`src/rtl/branch_unit.sv`:
```
// Branch unit: holds the ALU status flags (Z, N, V) and the program counter,
// and resolves conditional branches through a four-state IDLE/EVAL/UPDATE/DONE sequence.
module branch_unit #(
    parameter int unsigned    PC_W     = 9,
    parameter logic [PC_W-1:0] RESET_PC = '0
) (
    input  logic            clk,
    input  logic            reset,
    input  logic [2:0]      status_in,
    input  logic            loads,
    input  logic            pc_inc,
    input  logic            br_valid,
    output logic            br_ready,
    input  logic [2:0]      br_cond,
    input  logic [7:0]      br_imm,
    output logic [PC_W-1:0] pc,
    output logic [2:0]      status,
    output logic            br_done,
    output logic            br_taken,
    output logic            br_err
);

    localparam int unsigned COND_W = 3;
    localparam int unsigned IMM_W  = 8;

    localparam logic [COND_W-1:0] COND_B   = 3'd0;
    localparam logic [COND_W-1:0] COND_BEQ = 3'd1;
    localparam logic [COND_W-1:0] COND_BNE = 3'd2;
    localparam logic [COND_W-1:0] COND_BLT = 3'd3;
    localparam logic [COND_W-1:0] COND_BLE = 3'd4;

    typedef enum logic [1:0] {
        S_IDLE   = 2'd0,
        S_EVAL   = 2'd1,
        S_UPDATE = 2'd2,
        S_DONE   = 2'd3
    } state_e;

    state_e            state_q;
    logic [PC_W-1:0]   pc_q;
    logic [2:0]        status_q;
    logic [COND_W-1:0] cond_q;
    logic [IMM_W-1:0]  imm_q;
    logic              taken_q;
    logic              err_q;

    logic              taken_d;
    logic              err_d;
    logic [PC_W-1:0]   pc_step_d;
    logic [PC_W-1:0]   pc_branch_d;

    // Condition decode against the flags held before any same-edge load.
    always_comb begin
        taken_d = 1'b0;
        err_d   = 1'b0;
        unique case (cond_q)
            COND_B:   taken_d = 1'b1;
            COND_BEQ: taken_d = status_q[2];
            COND_BNE: taken_d = ~status_q[2];
            COND_BLT: taken_d = status_q[1] ^ status_q[0];
            COND_BLE: taken_d = (status_q[1] ^ status_q[0]) | status_q[2];
            default:  err_d   = 1'b1;
        endcase
    end

    // Sequential advance and branch target; both wrap modulo 2^PC_W.
    always_comb begin
        pc_step_d   = pc_q + PC_W'(1);
        pc_branch_d = pc_step_d + PC_W'($signed(imm_q));
    end

    // Status register: loads wins in every FSM state, nothing else writes it.
    always_ff @(posedge clk or posedge reset) begin
        if (reset) begin
            status_q <= 3'b000;
        end else if (loads) begin
            status_q <= status_in;
        end
    end

    // Branch FSM with program counter and captured branch operands.
    always_ff @(posedge clk or posedge reset) begin
        if (reset) begin
            state_q <= S_IDLE;
            pc_q    <= RESET_PC;
            cond_q  <= '0;
            imm_q   <= '0;
            taken_q <= 1'b0;
            err_q   <= 1'b0;
        end else begin
            unique case (state_q)
                S_IDLE: begin
                    if (br_valid) begin
                        cond_q  <= br_cond;
                        imm_q   <= br_imm;
                        state_q <= S_EVAL;
                    end else if (pc_inc) begin
                        pc_q <= pc_step_d;
                    end
                end
                S_EVAL: begin
                    taken_q <= taken_d;
                    err_q   <= err_d;
                    state_q <= S_UPDATE;
                end
                S_UPDATE: begin
                    pc_q    <= taken_q ? pc_branch_d : pc_step_d;
                    state_q <= S_DONE;
                end
                S_DONE: begin
                    state_q <= S_IDLE;
                end
                default: begin
                    state_q <= S_IDLE;
                end
            endcase
        end
    end

    // Handshake and result outputs come straight from registered state.
    always_comb begin
        br_ready = (state_q == S_IDLE);
        br_done  = (state_q == S_DONE);
        br_taken = (state_q == S_DONE) & taken_q;
        br_err   = (state_q == S_DONE) & err_q;
        pc       = pc_q;
        status   = status_q;
    end

endmodule
```
`config.mk`:
```
export PLATFORM = sky130hd
export DESIGN_NAME = branch_unit
export DESIGN_NICKNAME = d
export VERILOG_FILES = /design/src/rtl/branch_unit.sv
export SDC_FILE = /design/constraint.sdc
export NUM_CORES = 1
export LEC_CHECK = 0
export ABC_AREA = 1
export CORE_UTILIZATION = 55
export DETAILED_ROUTE_END_ITERATION = 10
export PLACE_DENSITY_LB_ADDON = 0.15
export SYNTH_ARGS = -nofsm -noshare
export SYNTH_HDL_FRONTEND = slang
export SYNTH_SLANG_ARGS = --single-unit
```
`constraint.sdc`:
```
create_clock -name clk -period 4.1 [get_ports clk]
set_input_delay 0.41 -clock clk [delete_from_list [all_inputs] [get_ports clk]]
set_output_delay 0.41 -clock clk [all_outputs]
set_load 0.005 [all_outputs]
```
==> run_results.csv <==
group,metric,value,unit
detailed_routing,vias,1549,
logic_synthesis,ys_async_sr_fraction,100,%
logic_synthesis,synth_flop_cell,"dfrtp_1",
clocking,path_clk_slew,0.15,ns
floorplanning,row_count,20,
logic_synthesis,synth.net_count,264,
timing,hold_viol,0,
run,maxCapViolations,0,
global_route,gr-total-overflow,0,
timing,grt_setup_unrepaired,"no",
clocking,insertion_delay,0.32,ns
logic_synthesis,synth_cell_types,30,
clocking,cts_setup_buffers,0,
clocking,clockBufferDepth,2,
worst_setup_path,crit_path_frequent_cell,"nand2_1",
floorplanning,start_util,59.0,%
global_route,grt_pass1_wl,6200,um
floorplanning,core_area,0.00310,mm2
timing,tightest_slew,1.00,ns
worst_setup_path,slowest_stage,"dfrtp_1",
timing,fin_ws,1.72,ns
detailed_routing,drtIter0Drc,102,
layout,drive_gt1_share,9.06,%
detailed_routing,first_pass_iters,4,
logic_synthesis,synth_area_leaders,"dfrtp_1, nand2_1, ha_1",
clocking,ctsHtreeMaxLevel,1,
detailed_routing,via_per_inst,5.01,
layout,nets,300,
timing,setup_tns,0,ns
clocking,cts_resized,0,
logic_synthesis,yosysMostFrequentCell,"nand2_1",
worst_setup_path,cp.arrival,2.62,ns
logic_synthesis,synth_common_cells,"nand2_1, inv_1, dfrtp_1",
timing,clock.fmax,420,MHz
timing,timing.final.crit_share,58.1,%
placed_design,port_buffers,34,
layout,stdcell_area,0.00223,mm2
floorplanning,io_pins,35,
timing,fin_hold_ws,0.526,ns
worst_setup_path,crit_path_max_fanout,6,
timing,skew,0.00539,ns
floorplanning,die_h,59.7,um
pwr,pwr_density_cell,796,mW/mm2
layout,antenna_cells,0,
worst_setup_path,worstSetupPathType,"register to register",
detailed_routing,ant_nets,0,
worst_setup_path,max_stage_delay,0.46,ns
clocking,cts_tree,"yes",
run_status,outcome,"complete, no violations",
worst_hold_path,hold_class,"register to register",
logic_synthesis,ys_seq_area_share,36.9,%
timing,slew_headroom,32.9,%
pwr,peakVddDrop,0.000356,V
logic_synthesis,synth.largest_area_cell,"dfrtp_1",
global_route,grt_max_degree,28,
timing,final_max_slew_viol_count,0,
global_route,grt.total_usage,23.0,%
placed_design,dp_slack,1.79,ns
clocking,cts-hold-fix-buffers,0,
logic_synthesis,synth_edf_count,0,
placed_design,place_congestion,0.956,
clocking,cts.sinks,27,
placed_design,dp_hpwl,2780,um
placed_design,place_area,0.00220,mm2
layout,synthToLayoutAreaGrowth,21.6,%
layout,n_fill_cell,267,
logic_synthesis,synth_area_per_cell,7.96,um2
worst_setup_path,reg2regPathDepth,12,
worst_hold_path,min_path_cells,1,
floorplanning,die_area,0.00357,mm2
clocking,cts_root_buffer,"clkbuf_4",
logic_synthesis,yosys_warnings,0,
detailed_routing,wl_per_cell,11.4,um
logic_synthesis,synth_area,0.00183,mm2
timing,period_minus_slack,2.38,ns
worst_setup_path,start_kind,"register",
worst_setup_path,cp_num_buf_inv,1,
pwr,p_leak,1.14,nW
worst_setup_path,required,4.34,ns
detailed_routing,wl,3520,um
global_route,antenna_found_initial,0,
worst_setup_path,worstSetupPathDepth,12,
detailed_routing,drc_errors,0,
floorplanning,chipWidth,59.7,um
global_route,grt_pass1_vias,1458,
worst_setup_path,crit_chain,"ha_1 -> nand3_2 -> xor2_1 -> inv_1 -> ha_1 -> a21o_1 -> a21boi_0 -> nand2_1 -> nand2_1 -> nand3_1 -> nand3_1 -> nand2_1",
logic_synthesis,synthCells,230,
logic_synthesis,synth_top_area_share,36.9,%
logic_synthesis,synth_seq_cells,27,
timing,setup_viol,0,
worst_setup_path,path_delay_family,"adder cells",
clocking,cts_made_buffers,3,
worst_setup_path,cp-end-kind,"register",
routing by layer:
| metal | up-vias | track usage [%] | share of wire [%] |
|---|---|---|---|
| li1 | 799 | - | - |
| met1 | 707 | 32.5 | 49 |
| met2 | 41 | 37.9 | 46 |
| met3 | 2 | 2.16 | 4.3 |
| met4 | 0 | 5.98 | 0.54 |
| met5 | - | 0 | 0 |
path summary, 6_finish.rpt:
check,from,slack (ns),endpoint
hold / removal,imm_q[0],0.53,imm_q[0]
setup reg to reg,pc[0],1.72,pc[7]
hold reg to reg,imm_q[0],0.53,imm_q[0]
max in group asynchronous,reset,2.89,status[2]
min in group asynchronous,reset,0.61,status[0]
setup / recovery,pc[0],1.72,pc[7]
logic make-up after synthesis:
group / share of synthesized area, %
xor+xnor: 2.32
fa+ha+maj: 10.7
mux: 6.76
compound gates: 10.1
buf+inv: 9.90
flops: 36.9
simple gates: 23.4
layout make-up:
| type | count | area, um2 | share of cell area, % |
|---|---|---|---|
| clock inverter | 1 | 5.00 | 0.225 |
| sequential | 27 | 676 | 30.3 |
| tap | 44 | 55.1 | 2.47 |
| inverter | 41 | 154 | 6.91 |
| multi-input combinational | 159 | 975 | 43.8 |
| timing repair buffer | 34 | 340 | 15.3 |
| clock buffer | 3 | 22.5 | 1.01 |
state kept, by name (all words and copies together), names as in the netlist:
register and count:
pc 9, state_q 2, imm_q 8, status 3, cond_q 3, taken_q 1, err_q 1
where the power goes:
group	switching [mW]	internal [mW]
Combinational	0.648	0.513
Clock	0.0804	0.0366
Sequential	0.110	0.384
stage by stage:
step                      instances  util [%]  total power [mW]
after floorplan                 230         -              1.34
after global placement          305      70.9              1.61
final                           309      71.8              1.77
after global routing            309      71.8              1.99
after CTS                       309      71.8              1.77
after detailed placement        305      70.9              1.64
cell usage in the layout (no fill, tap or decap):
| master | count |
|---|---|
| nand4_1 | 4 |
| o21ai_2 | 1 |
| inv_2 | 1 |
| xor2_1 | 3 |
| inv_1 | 40 |
| xor2_2 | 1 |
| a21boi_0 | 1 |
| a21o_1 | 3 |
| clkbuf_4 | 3 |
| ha_1 | 14 |
| o31ai_1 | 1 |
| clkdlybuf4s50_1 | 34 |
| fa_1 | 1 |
| or2_2 | 1 |
| nor2_4 | 2 |
| nor2_2 | 1 |
| clkinv_2 | 1 |
| nor2_1 | 16 |
| dfrtp_1 | 27 |
| a31oi_1 | 2 |
| mux2_2 | 11 |
| o21bai_1 | 1 |
| a21oi_1 | 10 |
| nand2_1 | 56 |
| and2_1 | 2 |
| o22ai_1 | 1 |
| o21ai_1 | 2 |
| nand3_1 | 13 |
| nand3_2 | 2 |
| o21ai_0 | 9 |
| o21a_1 | 1 |
No activity file was read; power rests on OpenSTA's default activity.
